File: config.mk
export PLATFORM = sky130hd
export DESIGN_NAME = rob_squash_sequencer
export DESIGN_NICKNAME = d
export VERILOG_FILES = /design/src/rtl/rob_squash_sequencer.sv
export SDC_FILE = /design/constraint.sdc
export NUM_CORES = 1
export LEC_CHECK = 0
export CORE_UTILIZATION = 30
export CTS_CLUSTER_SIZE = 28
export DETAILED_ROUTE_END_ITERATION = 8
export DONT_BUFFER_PORTS = 1
export PLACE_DENSITY = 0.44
export REMOVE_ABC_BUFFERS = 1
export SYNTH_ARGS = -nofsm -noshare
export SYNTH_HDL_FRONTEND = slang
export SYNTH_SLANG_ARGS = --single-unit
File: constraint.sdc
create_clock -name clk -period 6.15 [get_ports clk]
set_input_delay 0.615 -clock clk [delete_from_list [all_inputs] [get_ports clk]]
set_output_delay 0.615 -clock clk [all_outputs]
set_load 0.02 [all_outputs]
File: src/rtl/rob_squash_sequencer.sv
// ROB recovery sequencer: arbitrates branch/exception squash requests and
// walks the doomed index range through the single ROB flush port.
module rob_squash_sequencer #(
  parameter int unsigned IDX_W = 6,
  parameter int unsigned DEPTH = 64
) (
  input  logic             clk,
  input  logic             reset,
  input  logic             br_squash_req,
  input  logic [IDX_W-1:0] br_squash_index,
  input  logic             exc_squash_req,
  input  logic [IDX_W-1:0] rob_head,
  input  logic [IDX_W-1:0] rob_tail,
  output logic             flush_inst,
  output logic [IDX_W-1:0] flush_index,
  output logic             dispatch_stall,
  output logic             busy,
  output logic             done,
  output logic             new_tail_valid,
  output logic [IDX_W-1:0] new_tail,
  output logic [IDX_W:0]   squash_count
);

  typedef enum logic [1:0] {S_IDLE, S_WALK, S_DONE} state_t;

  state_t           r_state, w_state_nx;
  logic [IDX_W-1:0] r_start, w_start_nx;
  logic [IDX_W-1:0] r_end, w_end_nx;
  logic [IDX_W-1:0] r_rem, w_rem_nx;
  logic [IDX_W-1:0] r_idx, w_idx_nx;
  logic [IDX_W-1:0] r_new_tail;
  logic [IDX_W:0]   r_squash_count;
  logic [IDX_W-1:0] w_new_start;
  logic             w_load;
  logic             w_br_older;
  logic             w_finish;

  function automatic logic [IDX_W-1:0] mod_sub(input logic [IDX_W-1:0] a,
                                               input logic [IDX_W-1:0] b);
    return IDX_W'((DEPTH + a - b) % DEPTH);
  endfunction

  function automatic logic [IDX_W-1:0] mod_inc(input logic [IDX_W-1:0] a);
    return IDX_W'((a + 1) % DEPTH);
  endfunction

  always_comb begin
    w_state_nx  = r_state;
    w_start_nx  = r_start;
    w_end_nx    = r_end;
    w_rem_nx    = r_rem;
    w_idx_nx    = r_idx;
    w_load      = 1'b0;
    w_new_start = exc_squash_req ? rob_head : br_squash_index;
    // Age relative to head: smaller distance from head means older entry.
    w_br_older  = mod_sub(br_squash_index, rob_head) < mod_sub(r_start, rob_head);
    flush_inst  = 1'b0;
    busy        = 1'b1;
    done        = 1'b0;

    unique case (r_state)
      S_IDLE: begin
        busy = 1'b0;
        if (exc_squash_req || br_squash_req) begin
          w_end_nx = rob_tail;
          w_load   = 1'b1;
        end
      end
      S_WALK: begin
        flush_inst = 1'b1;
        if (exc_squash_req || (br_squash_req && w_br_older)) begin
          w_load = 1'b1;
        end else begin
          w_idx_nx = mod_inc(r_idx);
          w_rem_nx = r_rem - 1'b1;
          if (r_rem == IDX_W'(1)) w_state_nx = S_DONE;
        end
      end
      S_DONE: begin
        done       = 1'b1;
        w_state_nx = S_IDLE;
      end
      default: w_state_nx = S_IDLE;
    endcase

    // New walk or restart: range is always measured against the latched end.
    if (w_load) begin
      w_start_nx = w_new_start;
      w_idx_nx   = w_new_start;
      w_rem_nx   = mod_sub(w_end_nx, w_new_start);
      w_state_nx = (w_rem_nx == '0) ? S_DONE : S_WALK;
    end

    w_finish       = (w_state_nx == S_DONE) && (r_state != S_DONE);
    flush_index    = r_idx;
    new_tail_valid = done;
    new_tail       = r_new_tail;
    squash_count   = r_squash_count;
    dispatch_stall = busy | br_squash_req | exc_squash_req;
  end

  always_ff @(posedge clk) begin
    if (!reset) begin
      r_state        <= S_IDLE;
      r_start        <= '0;
      r_end          <= '0;
      r_rem          <= '0;
      r_idx          <= '0;
      r_new_tail     <= '0;
      r_squash_count <= '0;
    end else begin
      r_state <= w_state_nx;
      r_start <= w_start_nx;
      r_end   <= w_end_nx;
      r_rem   <= w_rem_nx;
      r_idx   <= w_idx_nx;
      if (w_finish) begin
        r_new_tail     <= w_start_nx;
        r_squash_count <= {1'b0, mod_sub(w_end_nx, w_start_nx)};
      end
    end
  end

endmodule

---- Word level (Yosys, flattened, before mapping) ----
Index checks and enable logic that the tools add are counted.
operators by class
  mux-type cells .......................... 21
  eq/ne operators ......................... 6
  reductions and logical operators ........ 8
  bitwise operators ....................... 2
  $lt $le $gt $ge ......................... 1
  add/subtract/negate cells ............... 9
operators by type and width
  operator                                           number
  2-to-1 mux 6 bit                                   10
  subtractor 6 bit                                   4
  adder 1 x 6 -> 6 bit (first input constant)        3
  2-to-1 mux 2 bit                                   4
  adder 6 x 1 -> 6 bit (second input constant)       1
  == test 6 x 1 -> 1 bit (second input constant)     1
  zero test 6 bit                                    1
  less-than comparator 6 bit                         1
  subtractor 6 x 1 -> 6 bit (second input constant)  1
  2-to-1 mux 1 bit                                   5
  == test 2 bit (second input constant)              2
  inequality test 2 bit (second input constant)      2
  case mux 2 bit (2 select lines)                    1
  == test 2 x 1 -> 1 bit (second input constant)     1
  logical AND 1 bit                                  2
  zero test 2 bit                                    1
  logical OR 1 bit                                   2
  OR 1 bit                                           2
  case mux 1 bit (2 select lines)                    1
  AND reduction 2 bit                                1
  nonzero test 2 bit                                 1
storage, ports and cells
  register bits ........................... 38
  bits of input ports ..................... 22
  output and inout port bits .............. 24
  logic and storage cells ................. 54

---- Longest topological paths before layout ----
  depth after elaboration ................. 10
  mapped depth ............................ 23

---- Worst setup path after synthesis ----
No wires, ideal clock.
  kind .................................... input-to-reg
  start point ............................. input port rob_head[1]
  end point ............................... register r_squash_count[4] (netlist: squash_count[4])
  arrival ................................. 4466 ps
  path buffers ............................ 0
  stages .................................. 22
  required time ........................... 6062 ps
  path slack .............................. 1596 ps
  cell sequence ........................... inv_1 ha_1 a21o_1 a21o_1 a21o_1 a21oi_1 xnor2_1 ha_1 nand2_1 nand3_1 o21a_1 nor2_1 nand2_1 o21ai_0 ha_1 fa_1 inv_1 o2111ai_1 o311ai_1 maj3_1 and2_1 o32ai_2
on the way
  elaborated cells between the ends (all ways) .. 18
  those cells by class .................... add/sub (4); order compare (1); eq/ne (1); mux (8); reduce/logical (4)
RTL lines
  what                                 line  RTL
  start: declaration                   12    input logic [IDX_W-1:0] rob_head,
  subtractor 6 bit                     40    return IDX_W'((DEPTH + a - b) % DEPTH);
  less-than comparator 6 bit (*)       56    w_br_older = mod_sub(br_squash_index, rob_head) < mod_sub(r_start, rob_head);
  logical AND 1 bit (*)                71    if (exc_squash_req || (br_squash_req && w_br_older)) begin
  logical OR 1 bit (*)                 71
  2-to-1 mux 1 bit (*)                 71
  case mux 1 bit (2 select lines) (*)  61    unique case (r_state)
  2-to-1 mux 6 bit (*)                 87    if (w_load) begin
  via w_start_nx[0]                    27    logic [IDX_W-1:0] r_start, w_start_nx;
  subtractor 6 bit (*)                 40
  end signal: assignment               119   r_squash_count <= {1'b0, mod_sub(w_end_nx, w_start_nx)};
  end: declaration                     32    logic [IDX_W:0] r_squash_count;
Mark *: on every way through the listed nets, which the timed path passes. The rest lies on a longest branch.
A chain may end at the register's enable or synchronous reset.

---- Worst setup path in the final report ----
Same ends and word-level chain as after synthesis.

==> out/qor.txt <==
Final Setup Violations: 0
Via count: 2,146
Max-slew headroom: 42.29%
CTS root buffer: clkbuf_8
Power, Total: 949.9 µW
Max Buffers Root-to-Sink: 2
Post-CTS Resized: 0
Synth top area share: 27.22%
Die width: 98.53 µm
Reg-to-reg slack, setup: 1.22 ns
Critical path launch point type: input pin
DP HPWL: 5.257 mm
Die height: 98.53 µm
Leading area contributor after synthesis: dfxtp_1
Cell-internal power: 561.6 µW
Psw: 388.3 µW
Seq/Total Area, Yosys: 27.22%
RSZ-0062 raised after global routing: false
Mapped Area: 0.002795 mm²
Clock latency on the worst-skew pair: 0.28 ns
CTS H-tree lvls: 2
Period minus WS final: 5.030 ns
Failing checks: DRC
Final Cell Area: 0.002954 mm²
Avg Cell Area, Syn: 8.654 µm²
Post-synth top flop: dfxtp_1
TritonCTS clock tree: done
CP max FO: 14
Initial antenna violation count: 0
Fin. Hold Viols: 0
DRT antenna net count: 0
Largest net degree at the start of global routing: 39
Initial DRC count: 89
Input/output buffers: 0
Combinational Power Share: 46.4%
Fin crit share: 81.80%
Worst-Margin Slew: 0.8657 ns
Max_cap viols: 0
Uppermost layer routed: met4
Synth area leaders: dfxtp_1 27%, ha_1 12%, mux2i_1 5.4%
Vias per std cell: 5.038
DR WL/cell: 15.99 µm
Routed WL: 6.812 mm
Drt first pass iters: 6
#FFs+latches synth: 38
Metal3 WL: 267 µm
Area growth, synth to finish: 5.685%
Hold buffer count at CTS: 0
Reg2Reg Depth: 21
Gr usage total: 14.44%
Remaining global-route overflow: 0
Reg-to-reg endpoint: squash_count[4]
Switching Fraction: 40.88%
Leakage: 0.001289 µW
ANT cells: 0
Final GP Congestion: 0.7427
CP required: 6.35 ns
Placed cell area: 0.002863 mm²
Post-synth EDFFs: 0
Hold slack: 0.4483 ns
Nets@finish: 369
Post-synthesis cell type count: 61
Nature of the critical path endpoint: flip-flop
Data arrival, critical path: 5.23 ns
Starting Density: 31.44%
Register area: 760.7 µm²
TritonCTS Buffers: 5
Core area: 0.008891 mm²
Power per cell area: 321.5 mW/mm²
Share of cells above drive strength 1: 7.547%
Clk pin slew, worst setup/hold paths: 0.08 ns
Max frequency: 0.1988 GHz
DRT met1 WL: 3.297 mm
Setup bufs post-CTS: 0
Total die area: 0.009707 mm²
Outcome: finished with violations
Top Ports: 46
Util after Layout: 33.23%
Number of global-route vias before repair: 2,112
Multi-input logic area: 0.001866 mm²
Fillers: 966
Worst Hold End: r_start[2]
Synthesized instance count: 323
RR Startpoint: r_start[0]
Worst hold path depth: 1
Row count: 34
Max Slew Vio Count: 0
Critical Setup Path Class: in2reg
Post-synthesis async set-or-reset flop share: 0%
Clock Power Share: 18.7%
DRC viols: 1
Worst Hold Launch: reset
Clock tree sinks: 38
Synth warn: 0
VDD IR max: 0.1109 mV
Min-delay worst type: in2reg
Metal2 WL: 3.209 mm
Sequential Power Share: 35.0%
Final setup TNS: 0 ns
Clock skew: 0.01085 ns
Global-route wire length before repair: 11.01 mm
cell usage after synthesis (7+ instances only):
cell type  instances
nor2b_1           18
xnor2_1           12
ha_1              26
a21oi_1           20
a21o_1             9
mux2i_1           15
nand2_1           18
inv_1             24
dfxtp_1           38
clkbuf_1           8
xor2_1             7
o21ai_0           17
and2_1            13
nor2_1            19
power groups by stage:
stage	registers, µW	logic [µW]	clock network (µW)
detailed placement	339	442	0
global route	339	499	198
CTS	333	446	187
floorplan	327	353	0
global placement	339	443	0
finish	332	440	177
through the flow:
| step | instances | setup slack [ns] |
|---|---|---|
| after floorplan | 309 | 1.421 |
| after global placement | 418 | 0.9761 |
| after detailed placement | 418 | 0.7521 |
| after CTS | 426 | 1.056 |
| after global routing | 426 | 0.7016 |
| final | 426 | 1.120 |
critical path, stage by stage:
cell and delay, ns:
inv_1 0.14, ha_1 0.26, a21o_1 0.15, a21o_1 0.19, a21o_1 0.17, a21oi_1 0.20
xnor2_1 0.10, ha_1 0.29, nand2_1 0.07, a311oi_2 0.31, o21a_1 0.48, nor2_1 0.27
o21ai_0 0.35, ha_1 0.26, fa_1 0.20, inv_1 0.07, o2111ai_1 0.19, o311ai_1 0.14
maj3_1 0.39, and2_1 0.17, o32ai_2 0.22
metal layers:
metal | global-route usage [%] | vias to the layer above
li1 | - | 1117
met1 | 18.62 | 991
met2 | 24.76 | 34
met3 | 3.546 | 4
met4 | 2.411 | 0
met5 | 0 | -
registers in the layout, summed over array words and instances, names as in the netlist:
signal and count:
r_state 2, r_start 6, r_end 6, squash_count 6, flush_index 6, new_tail 6
r_rem 6
final cells by class:
class	count	share of cell area, %
Inverter	25	3.177
Timing Repair Buffer	1	0.2541
Clock inverter	1	0.1694
Multi-Input combinational cell	246	63.15
Clock buffer	7	2.922
Tap cell	108	4.574
Sequential cell	38	25.75
cell families (layout without fill, tap and decap cells):
logic type | after synthesis | after routing | share of synthesized area (%)
DFF | 38 | 38 | 27.22
and+or+nand+nor | 95 | 95 | 18.31
adders and majority gates | 31 | 31 | 14.86
AOI/OAI and AO/OA | 81 | 81 | 20.41
xor gates and xnor gates | 19 | 19 | 5.953
other | 1 | 1 | 0.1342
buffers and inverters | 39 | 34 | 6.043
muxes | 19 | 19 | 7.072
cells in the final DEF, fill, tap and decap left out, drive strengths merged, types with 4 or more instances in the layout:
cell | Yosys | routed
o21ai | 20 | 20
a21oi | 20 | 20
nor2 | 21 | 21
mux2i | 16 | 16
dfxtp | 38 | 38
nand2 | 19 | 19
a21o | 9 | 9
xor2 | 7 | 7
and2 | 13 | 13
xnor2 | 12 | 12
fa | 4 | 4
nand3 | 5 | 5
clkbuf | 8 | 7
nor2b | 18 | 18
inv | 25 | 25
ha | 26 | 26
nor3 | 5 | 5
worst max path at each step:
stage / from / endpoint / slack [ns]
after floorplan: rob_head[1] / squash_count[4] / 1.42
after global placement: rob_head[1] / squash_count[4] / 0.98
after detailed placement: rob_head[1] / squash_count[4] / 0.75
after CTS: rob_head[1] / squash_count[4] / 1.06
after global routing: rob_head[1] / squash_count[4] / 0.70
final: rob_head[1] / squash_count[4] / 1.12
(Power assumes the default switching activity.)
